===== src/rtl/if_id_hazard_reg.sv =====
// IF/ID pipeline register with load-use hazard detection and a multi-cycle
// branch flush sequencer that squashes FLUSH_SLOTS fetched instructions.
module if_id_hazard_reg #(
  parameter int unsigned FLUSH_SLOTS = 3,
  parameter int unsigned CNT_W       = 16
) (
  input  logic             Clk,
  input  logic             Reset,
  input  logic [31:0]      inInstr,
  input  logic [31:0]      inPCPlus4,
  input  logic             Flush,
  input  logic             exMemRead,
  input  logic [4:0]       exRt,
  output logic [31:0]      outInstr,
  output logic [31:0]      outPCPlus4,
  output logic             PCWrite,
  output logic             CtrlBubble,
  output logic             Flushing,
  output logic [CNT_W-1:0] StallCount,
  output logic [CNT_W-1:0] FlushCount
);

  typedef enum logic {
    RUN   = 1'b0,
    FLUSH = 1'b1
  } state_t;

  localparam logic [2:0]       RELOAD  = 3'(FLUSH_SLOTS - 1);
  localparam logic [CNT_W-1:0] CNT_MAX = '1;
  localparam logic [CNT_W-1:0] CNT_ONE = {{(CNT_W-1){1'b0}}, 1'b1};

  localparam logic [5:0] OP_RTYPE = 6'b000000;
  localparam logic [5:0] OP_SW    = 6'b101011;
  localparam logic [5:0] OP_SH    = 6'b101001;
  localparam logic [5:0] OP_SB    = 6'b101000;
  localparam logic [5:0] OP_BEQ   = 6'b000100;
  localparam logic [5:0] OP_BNE   = 6'b000101;

  state_t           r_state;
  logic [2:0]       r_flush_cnt;
  logic [31:0]      r_instr;
  logic [31:0]      r_pc4;
  logic [CNT_W-1:0] r_stall_cnt;
  logic [CNT_W-1:0] r_flush_evt;

  state_t           w_state_nxt;
  logic [2:0]       w_cnt_nxt;
  logic [31:0]      w_instr_nxt;
  logic [31:0]      w_pc4_nxt;
  logic             w_stall_inc;
  logic             w_flush_inc;

  logic [5:0]       w_op;
  logic [4:0]       w_rs;
  logic [4:0]       w_rt;
  logic             w_rt_is_src;
  logic             w_hazard;

  assign w_op = r_instr[31:26];
  assign w_rs = r_instr[25:21];
  assign w_rt = r_instr[20:16];

  // Opcodes that read rt as a source operand (R-type, stores, beq/bne).
  always_comb begin
    w_rt_is_src = 1'b0;
    case (w_op)
      OP_RTYPE, OP_SW, OP_SH, OP_SB, OP_BEQ, OP_BNE: w_rt_is_src = 1'b1;
      default:                                       w_rt_is_src = 1'b0;
    endcase
  end

  // exMemRead gates the compare first, so an unknown exRt on a non-load
  // cannot reach PCWrite or CtrlBubble.
  assign w_hazard = (r_state == RUN) && exMemRead && (exRt != 5'd0) &&
                    ((exRt == w_rs) || ((exRt == w_rt) && w_rt_is_src));

  assign PCWrite    = !w_hazard;
  assign CtrlBubble = w_hazard;

  // NOTE: every signal is given a default before the case so that no path
  // leaves one unassigned; a missed assignment in always_comb infers a latch.
  always_comb begin
    w_state_nxt = r_state;
    w_cnt_nxt   = r_flush_cnt;
    w_instr_nxt = r_instr;
    w_pc4_nxt   = r_pc4;
    w_stall_inc = 1'b0;
    w_flush_inc = 1'b0;

    case (r_state)
      RUN: begin
        if (Flush) begin
          w_instr_nxt = 32'd0;
          w_pc4_nxt   = 32'd0;
          w_flush_inc = 1'b1;
          if (FLUSH_SLOTS > 1) begin
            w_state_nxt = FLUSH;
            w_cnt_nxt   = RELOAD;
          end
        end else if (w_hazard) begin
          w_stall_inc = 1'b1;
        end else begin
          w_instr_nxt = inInstr;
          w_pc4_nxt   = inPCPlus4;
        end
      end

      FLUSH: begin
        w_instr_nxt = 32'd0;
        w_pc4_nxt   = 32'd0;
        if (Flush) begin
          w_cnt_nxt   = RELOAD;
          w_flush_inc = 1'b1;
        end else begin
          w_cnt_nxt = r_flush_cnt - 3'd1;
          if (r_flush_cnt == 3'd1) begin
            w_state_nxt = RUN;
          end
        end
      end

      default: w_state_nxt = RUN;
    endcase
  end

  // NOTE: state is updated with non-blocking assignments so every register
  // samples the pre-edge values regardless of statement order.
  always_ff @(posedge Clk or posedge Reset) begin
    if (Reset) begin
      r_state     <= RUN;
      r_flush_cnt <= 3'd0;
      r_instr     <= 32'd0;
      r_pc4       <= 32'd0;
      r_stall_cnt <= '0;
      r_flush_evt <= '0;
    end else begin
      r_state     <= w_state_nxt;
      r_flush_cnt <= w_cnt_nxt;
      r_instr     <= w_instr_nxt;
      r_pc4       <= w_pc4_nxt;
      if (w_stall_inc && (r_stall_cnt != CNT_MAX)) begin
        r_stall_cnt <= r_stall_cnt + CNT_ONE;
      end
      if (w_flush_inc && (r_flush_evt != CNT_MAX)) begin
        r_flush_evt <= r_flush_evt + CNT_ONE;
      end
    end
  end

  assign outInstr   = r_instr;
  assign outPCPlus4 = r_pc4;
  assign Flushing   = (r_state == FLUSH);
  assign StallCount = r_stall_cnt;
  assign FlushCount = r_flush_evt;

endmodule


===== config.mk =====
export PLATFORM = sky130hd
export DESIGN_NAME = if_id_hazard_reg
export DESIGN_NICKNAME = d
export VERILOG_FILES = /design/src/rtl/if_id_hazard_reg.sv
export SDC_FILE = /design/constraint.sdc
export NUM_CORES = 1
export LEC_CHECK = 0
export CORE_MARGIN = 5
export CORE_UTILIZATION = 49
export CTS_CLUSTER_SIZE = 25
export DETAILED_ROUTE_END_ITERATION = 12
export GPL_TIMING_DRIVEN = 0
export PLACE_DENSITY_LB_ADDON = 0.3
export SLEW_MARGIN = 20
export SYNTH_ARGS = -nofsm -noshare
export SYNTH_HDL_FRONTEND = slang
export SYNTH_SLANG_ARGS = --single-unit

===== constraint.sdc =====
create_clock -name Clk -period 6.6 [get_ports Clk]
set_input_delay 0.66 -clock Clk [delete_from_list [all_inputs] [get_ports Clk]]
set_output_delay 0.66 -clock Clk [all_outputs]
set_load 0.02 [all_outputs]

# [Word level (Yosys, flattened, before mapping)]
# Index checks and enable logic that the tools add are counted.
[word_totals] ff_bits=100 word_cells=50
[op_classes] add_sub_neg=3 n_eq_ne=12 muxes=17 bitwise_logic=1 reduce_logical=11
[op_table] operator="two-way mux 32 bit" n=4
[op_table] operator="one-hot mux 32 bit (2 select lines)" n=2
[op_table] operator="adder 16 x 1 -> 16 bit (second input constant)" n=2
[op_table] operator="!= test 16 bit (second input constant)" n=2
[op_table] operator="equality test 6 bit (second input constant)" n=3
[op_table] operator="equality test 6 x 3 -> 1 bit (second input constant)" n=2
[op_table] operator="equality test 5 bit" n=2
[op_table] operator="two-way mux 1 bit" n=7
[op_table] operator="logical AND 1 bit" n=6
[op_table] operator="logical NOT 6 bit" n=1
[op_table] operator="two-way mux 3 bit" n=2
[op_table] operator="one-hot mux 3 bit (2 select lines)" n=1
[op_table] operator="OR reduction 6 bit" n=1
[op_table] operator="nonzero test 5 bit" n=1
[op_table] operator="equality test 3 x 1 -> 1 bit (second input constant)" n=1
[op_table] operator="!= test 3 bit (second input constant)" n=1
[op_table] operator="subtractor 3 x 1 -> 3 bit (second input constant)" n=1
[op_table] operator="!= test 2 bit (second input constant)" n=1
[op_table] operator="one-hot mux 1 bit (2 select lines)" n=1
[op_table] operator="logical NOT 1 bit" n=1
[op_table] operator="logical OR 1 bit" n=1
[op_table] operator="NOT 1 bit" n=1

# [Logic depth before layout (Yosys ltp)]
# Gate-level depths: netlist (run 1).
[logic_depth] ltp_word=10 ltp_mapped=7

# [Least setup slack after synthesis (run 1)]
# OpenSTA, ideal clock, no wires.
[synth_path] kind="input to output" from="input port exRt[4]" to="output port PCWrite" arrival_ns=1.924 required_ns=5.940 slack_ns=4.016 cell_stages=6 n_path_buf=1 cell_sequence="xor2_1 > nor4_2 > o2111ai_2 > clkbuf_1 > nand2_1 > inv_1"
[synth_between] elab_chain_cells=5
[synth_rtl] element="start, declared" line="13" text="input logic [4:0] exRt,"
[synth_rtl] element="equality test 5 bit" line="75" text="((exRt == w_rs) || ((exRt == w_rt) && w_rt_is_src));"
[synth_rtl] element="logical AND 1 bit" line="75"
[synth_rtl] element="logical OR 1 bit" line="75"
[synth_rtl] element="logical AND 1 bit (*)" line="74" text="assign w_hazard = (r_state == RUN) && exMemRead && (exRt != 5'd0) &&"
[synth_rtl] element="named net CtrlBubble" line="17" text="output logic CtrlBubble,"
[synth_rtl] element="logical NOT 1 bit (*)" line="77" text="assign PCWrite = !w_hazard;"
[synth_rtl] element="end, declared" line="16" text="output logic PCWrite,"
# Mark *: on every way through the listed nets, which the timed path passes. The rest lies on a longest branch.

# [Worst setup path in the final report (run 1)]
[layout_path] from="input port exRt[1]" to="output port PCWrite"
[layout_between] elab_chain_cells=5
[layout_rtl] element="equality test 5 bit" line="75"
[layout_rtl] element="logical AND 1 bit" line="75"
[layout_rtl] element="logical OR 1 bit" line="75"
[layout_rtl] element="logical AND 1 bit (*)" line="74"
[layout_rtl] element="logical NOT 1 bit (*)" line="77"
# Every way passes the cells marked *; elsewhere a longest branch is shown, timed or not.

==> results of run 1 <==
[flip-flops by register name (all words and copies together) (netlist names)]
name and cells:
FlushCount 16, r_flush_cnt 3, StallCount 16, outPCPlus4 32
Flushing 1, outInstr 32
[per-stage QoR]
stage | hold slack (ns) | utilization
after CTS | 0.5033 | 0.7212
after global routing | 0.5211 | 0.7212
after detailed placement | 0.4882 | 0.7006
final | 0.4988 | 0.7212
after global placement | 0.4794 | 0.6972
after floorplan | 0.4881 | -
[power groups by stage]
stage | logic [µW] | registers, µW | clock network (µW)
finish | 355 | 712 | 400
global route | 383 | 718 | 432
CTS | 357 | 711 | 409
detailed placement | 355 | 723 | 0
global placement | 342 | 719 | 0
floorplan | 137 | 762 | 0
[cells by family (layout without fill, tap and decap cells)]
logic type / Yosys count / count (layout) / share of synthesized area
flops: 100 / 100 / 0.5037
fa+ha+maj: 4 / 4 / 0.01007
buf+inv: 54 / 242 / 0.04558
simple gates: 138 / 138 / 0.1866
compound gates: 154 / 154 / 0.1755
xor+xnor: 42 / 42 / 0.07404
mux: 2 / 2 / 0.004533
[critical path, cell delays in order]
cell and delay (ns):
clkdlybuf4s50_1 0.49, nor3_1 0.26, a21oi_2 0.12, nand3_1 0.30
buf_2 0.32, buf_2 0.25, nand2_1 0.09, inv_1 0.08
clkdlybuf4s50_1 0.61
[worst max path at each step]
stage | start | end | slack (ns)
after floorplan | Reset | FlushCount[0] | 3.32
after global placement | Reset | outPCPlus4[9] | 1.86
after detailed placement | exRt[1] | PCWrite | 2.75
after CTS | exRt[1] | PCWrite | 2.75
after global routing | exRt[0] | PCWrite | 2.64
final | exRt[1] | PCWrite | 2.77
[cell type report]
type	instances	area (µm²)
fill	787	2738
multi-input combinational	340	2240
tap	133	166.4
clock inverter	5	61.31
clock buffer	11	141.4
sequential	100	2502
inverter	8	35.03
timing repair buffer	172	1739
buffer	46	196.4
[layer usage]
layer	global-route usage	vias up	part of all wire
met5	0	-	0
met4	0.07635	0	0.020
met3	0.06496	24	0.067
met2	0.4231	188	0.51
met1	0.3151	2336	0.41
li1	-	2169	-
[layout by cell type, fill, tap and decap left out, drive strengths merged, types with 4 or more instances in the layout]
cell type / n
o211ai: 10
nor3: 5
ha: 4
dfrtp: 100
buf: 15
nand4b: 64
xor2: 20
nand3: 14
inv: 8
xnor2: 22
o21ai: 66
a21oi: 66
nand2: 16
clkdlybuf4s50: 171
nand4: 8
nor4: 4
nor2: 16
clkbuf: 43
==> flow_summary.toml, run 1 <==
[route]
post_drt_via_cell_ratio = 5.788
vias = 4717
wl_per_cell_um = 18.77
dr.pass1.iters = 5
drt_iter0_drc = 293
routed_wl_mm = 15.30
antenna_left = 0
route.detailed.drc = 0

[synthesis]
yosysMostFrequentCell = "dfrtp_1"
ys_seq_area_frac = 0.5037
yosys.area.top_type = "dfrtp_1"
syn_area_mm2 = 0.004969
synthCells = 494
synth_edf_count = 0
synth_fp_nets = 571
yosys_warnings = 0
yosysTopAreaCellShare = 0.5037
synth_ff_type = "dfrtp_1"
ys_ff_latch = 100
ys_top_cells_by_area = "dfrtp_1, nand4b_1, o21ai_0"
async_flop_share = 1.000
synth_cell_types = 37
syn_avg_cell_area_um2 = 10.06
synthTopCellsByCount = "dfrtp_1, o21ai_0, a21oi_1, nand4b_1, clkbuf_1"

[sta]
setup_tns_ns = 0
rsz0062_at_grt = "no"
final_hold_viol_count = 0
slew-limit-headroom = 0.6014
tightestPinTransition_ns = 0.5980
period_share = 0.5809
finalSetupViolCount = 0
fin_crit_ns = 3.834
fmax_mhz = 260.8
setup_ws_ns = 2.766
slew_viol_final = 0
skew_ns = 0.01217

[setup_path]
cp-start-kind = "input pin"
critPathCaptureType = "output pin"
crit_type = "input pin to output pin"
r2r_slack_ns = 4.27
r2r-end = "outPCPlus4[10]"
cp.arrival_ns = 3.17
r2r_cells = 7
worstReg2RegStart = "outInstr[20]"
cp_max_fo = 10
cp.required_ns = 5.94

[floorplan]
core-area_mm2 = 0.009819
fp.dieH_um = 110.7
die_w_um = 110.7
rows = 36
start_util = 0.5060
io_pins = 172
dieArea_mm2 = 0.01225

[hold_path]
worstHoldStart = "StallCount[11]"
hold_end = "StallCount[11]"
hold_class = "flop to flop"
whs_path_depth = 1

[cts]
cts_root_buf = "clkbuf_8"
hold_buffers = 0
clockBufferDepth = 2
cts.clk_slew.worst_paths_ns = 0.09
worst_skew_pair.late_latency_ns = 0.36
htree_levels = 3
clkSinkCount = 100
cts_resized = 0
numCtsBuffers = 9
cts_tree = "done"
postCtsSetupRepairBufs = 0

[placement]
port_buffers = 171
preCtsSetupSlack_ns = 2.748
place.gp.congestion = 0.7985
dpl.hpwl_mm = 11.35
dp.cells = 799
place_area_mm2 = 0.006879

[global_route]
grt_remaining_overflow = 0
grt_pass1_vias = 4926
grt_pass1_wl_mm = 25.45
grt_usage = 0.2503
antenna_found_initial = 0
grt_max_degree = 55

[finish]
nNetsFinal = 754
drive_gt1_frac = 0.06305
antennaDiodeCount = 0
fin_area_mm2 = 0.007082
finalNonFillerCells = 815
syn2layout_area_growth_pct = 42.53

[status]
outcome = "finished clean"

[power_and_ir_drop]
power_frac_comb = 0.242
peakVddDrop_uv = 165.5
power_frac_seq = 0.485
swShare = 0.2975
leakage_uw = 0.002765
p_switching_uw = 436.3
clockPowerShare = 0.273
finalPower_uw = 1467
p_int_uw = 1030
power.density_mw_per_mm2 = 207.1

[run]
drv_cap = 0
(Power assumes the default switching activity.)
==> run 2: changes to the inputs <==
- CORE_UTILIZATION: 49 -> 41
- clock period: 6.6 -> 3.45 ns (I/O delays scaled with it)
==> run 2 against run 1 <==
  * Total power grew 110%
  * Sequential cell count did not move
  * Clock power rose to 2.5 times the previous value
  * Wire length decreased by 0.52%
  * Global-route usage decreased by 3.8 points
  * Highest routed layer unchanged
  * Critical path depth shrank 2
  * Setup slack got worse by 2.6 ns
==> flow_summary.toml, run 2 (same netlist as run 1, synthesis figures left out) <==
[finish]
antennaDiodeCount = 0
layout_common_cells = "clkdlybuf4s50_1, dfrtp_1, o21ai_0"
n_fill_cell = 1055
nNetsFinal = 754
final_common_cell = "clkdlybuf4s50_1"
ff_latch_area_mm2 = 0.002502
syn2layout_area_growth_pct = 44.67
multi_input_area_mm2 = 0.002240
drive_gt1_frac = 0.06029

[sta]
finalSetupViolCount = 0
skew_ns = 0.005362
final_hold_viol_count = 0
setup_tns_ns = 0
fmax_mhz = 307.5
tightestPinTransition_ns = 0.5902
slew-limit-headroom = 0.6065
rsz0062_at_grt = "no"
whs_ns = 0.3944
period_share = 0.9425
setup_ws_ns = 0.1984
slew_viol_final = 0
fin_crit_ns = 3.252

[setup_path]
cp_max_fo = 10
cp-start-kind = "input pin"
cp.arrival_ns = 2.91
critPathCaptureType = "output pin"
cp.required_ns = 3.11
crit_type = "input pin to output pin"

[cts]
htree_levels = 3
postCtsSetupRepairBufs = 0
cts_root_buf = "clkbuf_16"
worst_skew_pair.late_latency_ns = 0.33
cts_resized = 0
hold_buffers = 0
cts_tree = "done"
clkSinkCount = 100
cts.clk_slew.worst_paths_ns = 0.06
clockBufferDepth = 2
numCtsBuffers = 9

[global_route]
grt_usage = 0.2118
grt_pass1_wl_mm = 24.74
grt_max_degree = 59
grt_pass1_vias = 4862
antenna_found_initial = 0
grt_remaining_overflow = 0

[floorplan]
rows = 40
io_pins = 172
core-area_mm2 = 0.01196
dieArea_mm2 = 0.01442
die_w_um = 120.1
fp.dieH_um = 120.1
start_util = 0.4154

[route]
route.detailed.drc = 0
wl_per_cell_um = 18.41
post_drt_via_cell_ratio = 5.635
antenna_left = 0
vias = 4660
dr.pass1.iters = 5
routed_wl_mm = 15.22
drt_iter0_drc = 322

[placement]
place.gp.congestion = 0.8459
port_buffers = 171
preCtsSetupSlack_ns = 0.1999
dpl.hpwl_mm = 11.12

[hold_path]
hold_class = "input pin to async pin"

[status]
outcome = "finished clean"

[power_and_ir_drop]
peakVddDrop_uv = 197.5
leakage_uw = 0.002818
power.density_mw_per_mm2 = 423.8
finalPower_uw = 3046

[run]
drv_cap = 0
==> run 2: cell count changes in the layout (fill, tap and decap cells not counted) <==
cell	before	now
clkinv_2	0	1
clkinvlp_4	3	0
clkbuf_16	0	9
clkbuf_8	10	2
clkinv_4	1	0
==> run 2: path summary, 6_finish.rpt <==
check	cells past startpoint	slack (ns)	start	end
hold / removal	2	0.39	Reset	outInstr[9]
setup reg to reg	7	1.11	outInstr[20]	outInstr[26]
max in group asynchronous	3	2.40	Reset	outInstr[18]
hold reg to reg	1	0.50	StallCount[11]	StallCount[11]
setup / recovery	7	0.20	exRt[4]	CtrlBubble
min in group Clk	1	0.50	StallCount[11]	StallCount[11]
==> run 2: routing by layer <==
layer  vias to the layer above  part of all wire  global-route usage
met5                         -                 0                   0
met3                        26             0.067             0.04807
met4                         0             0.023             0.07731
met1                      2304              0.43              0.2811
li1                       2169                 -                   -
met2                       161              0.48              0.3393
==> run 2: layout make-up <==
type | instances | share of cell area
plain buffers | 46 | 0.02733
clock buffers | 12 | 0.03568
clock inverters | 2 | 0.004874
inverters | 8 | 0.004874
multi-input cells | 340 | 0.3116
flip-flops and latches | 100 | 0.3481
well taps | 147 | 0.02559
repair buffers | 172 | 0.2419
==> run 2: per-stage QoR <==
stage | instance area [µm²] | util | instances
6_report | 7188 | 0.6009 | 827
5_1_grt | 7188 | 0.6009 | 827
4_1_cts | 7188 | 0.6009 | 827
3_5_place_dp | 6897 | 0.5766 | 813
3_3_place_gp | 6864 | 0.5738 | 812
2_1_floorplan | 4969 | - | 494
==> run 2: power by group <==
part	leakage [µW]	switching, µW	internal [µW]
combinational	0.00130	323	355
sequential	0.00137	102	1260
clock	0.000145	411	593
total	0.00282	836	2210
==> run 2: critical path: stages <==
cell and delay [ns]:
clkdlybuf4s50_1 0.49, xor2_1 0.18, nor4_2 0.41, o2111ai_2 0.37
clkbuf_1 0.33, nand2_1 0.16, clkdlybuf4s50_1 0.62
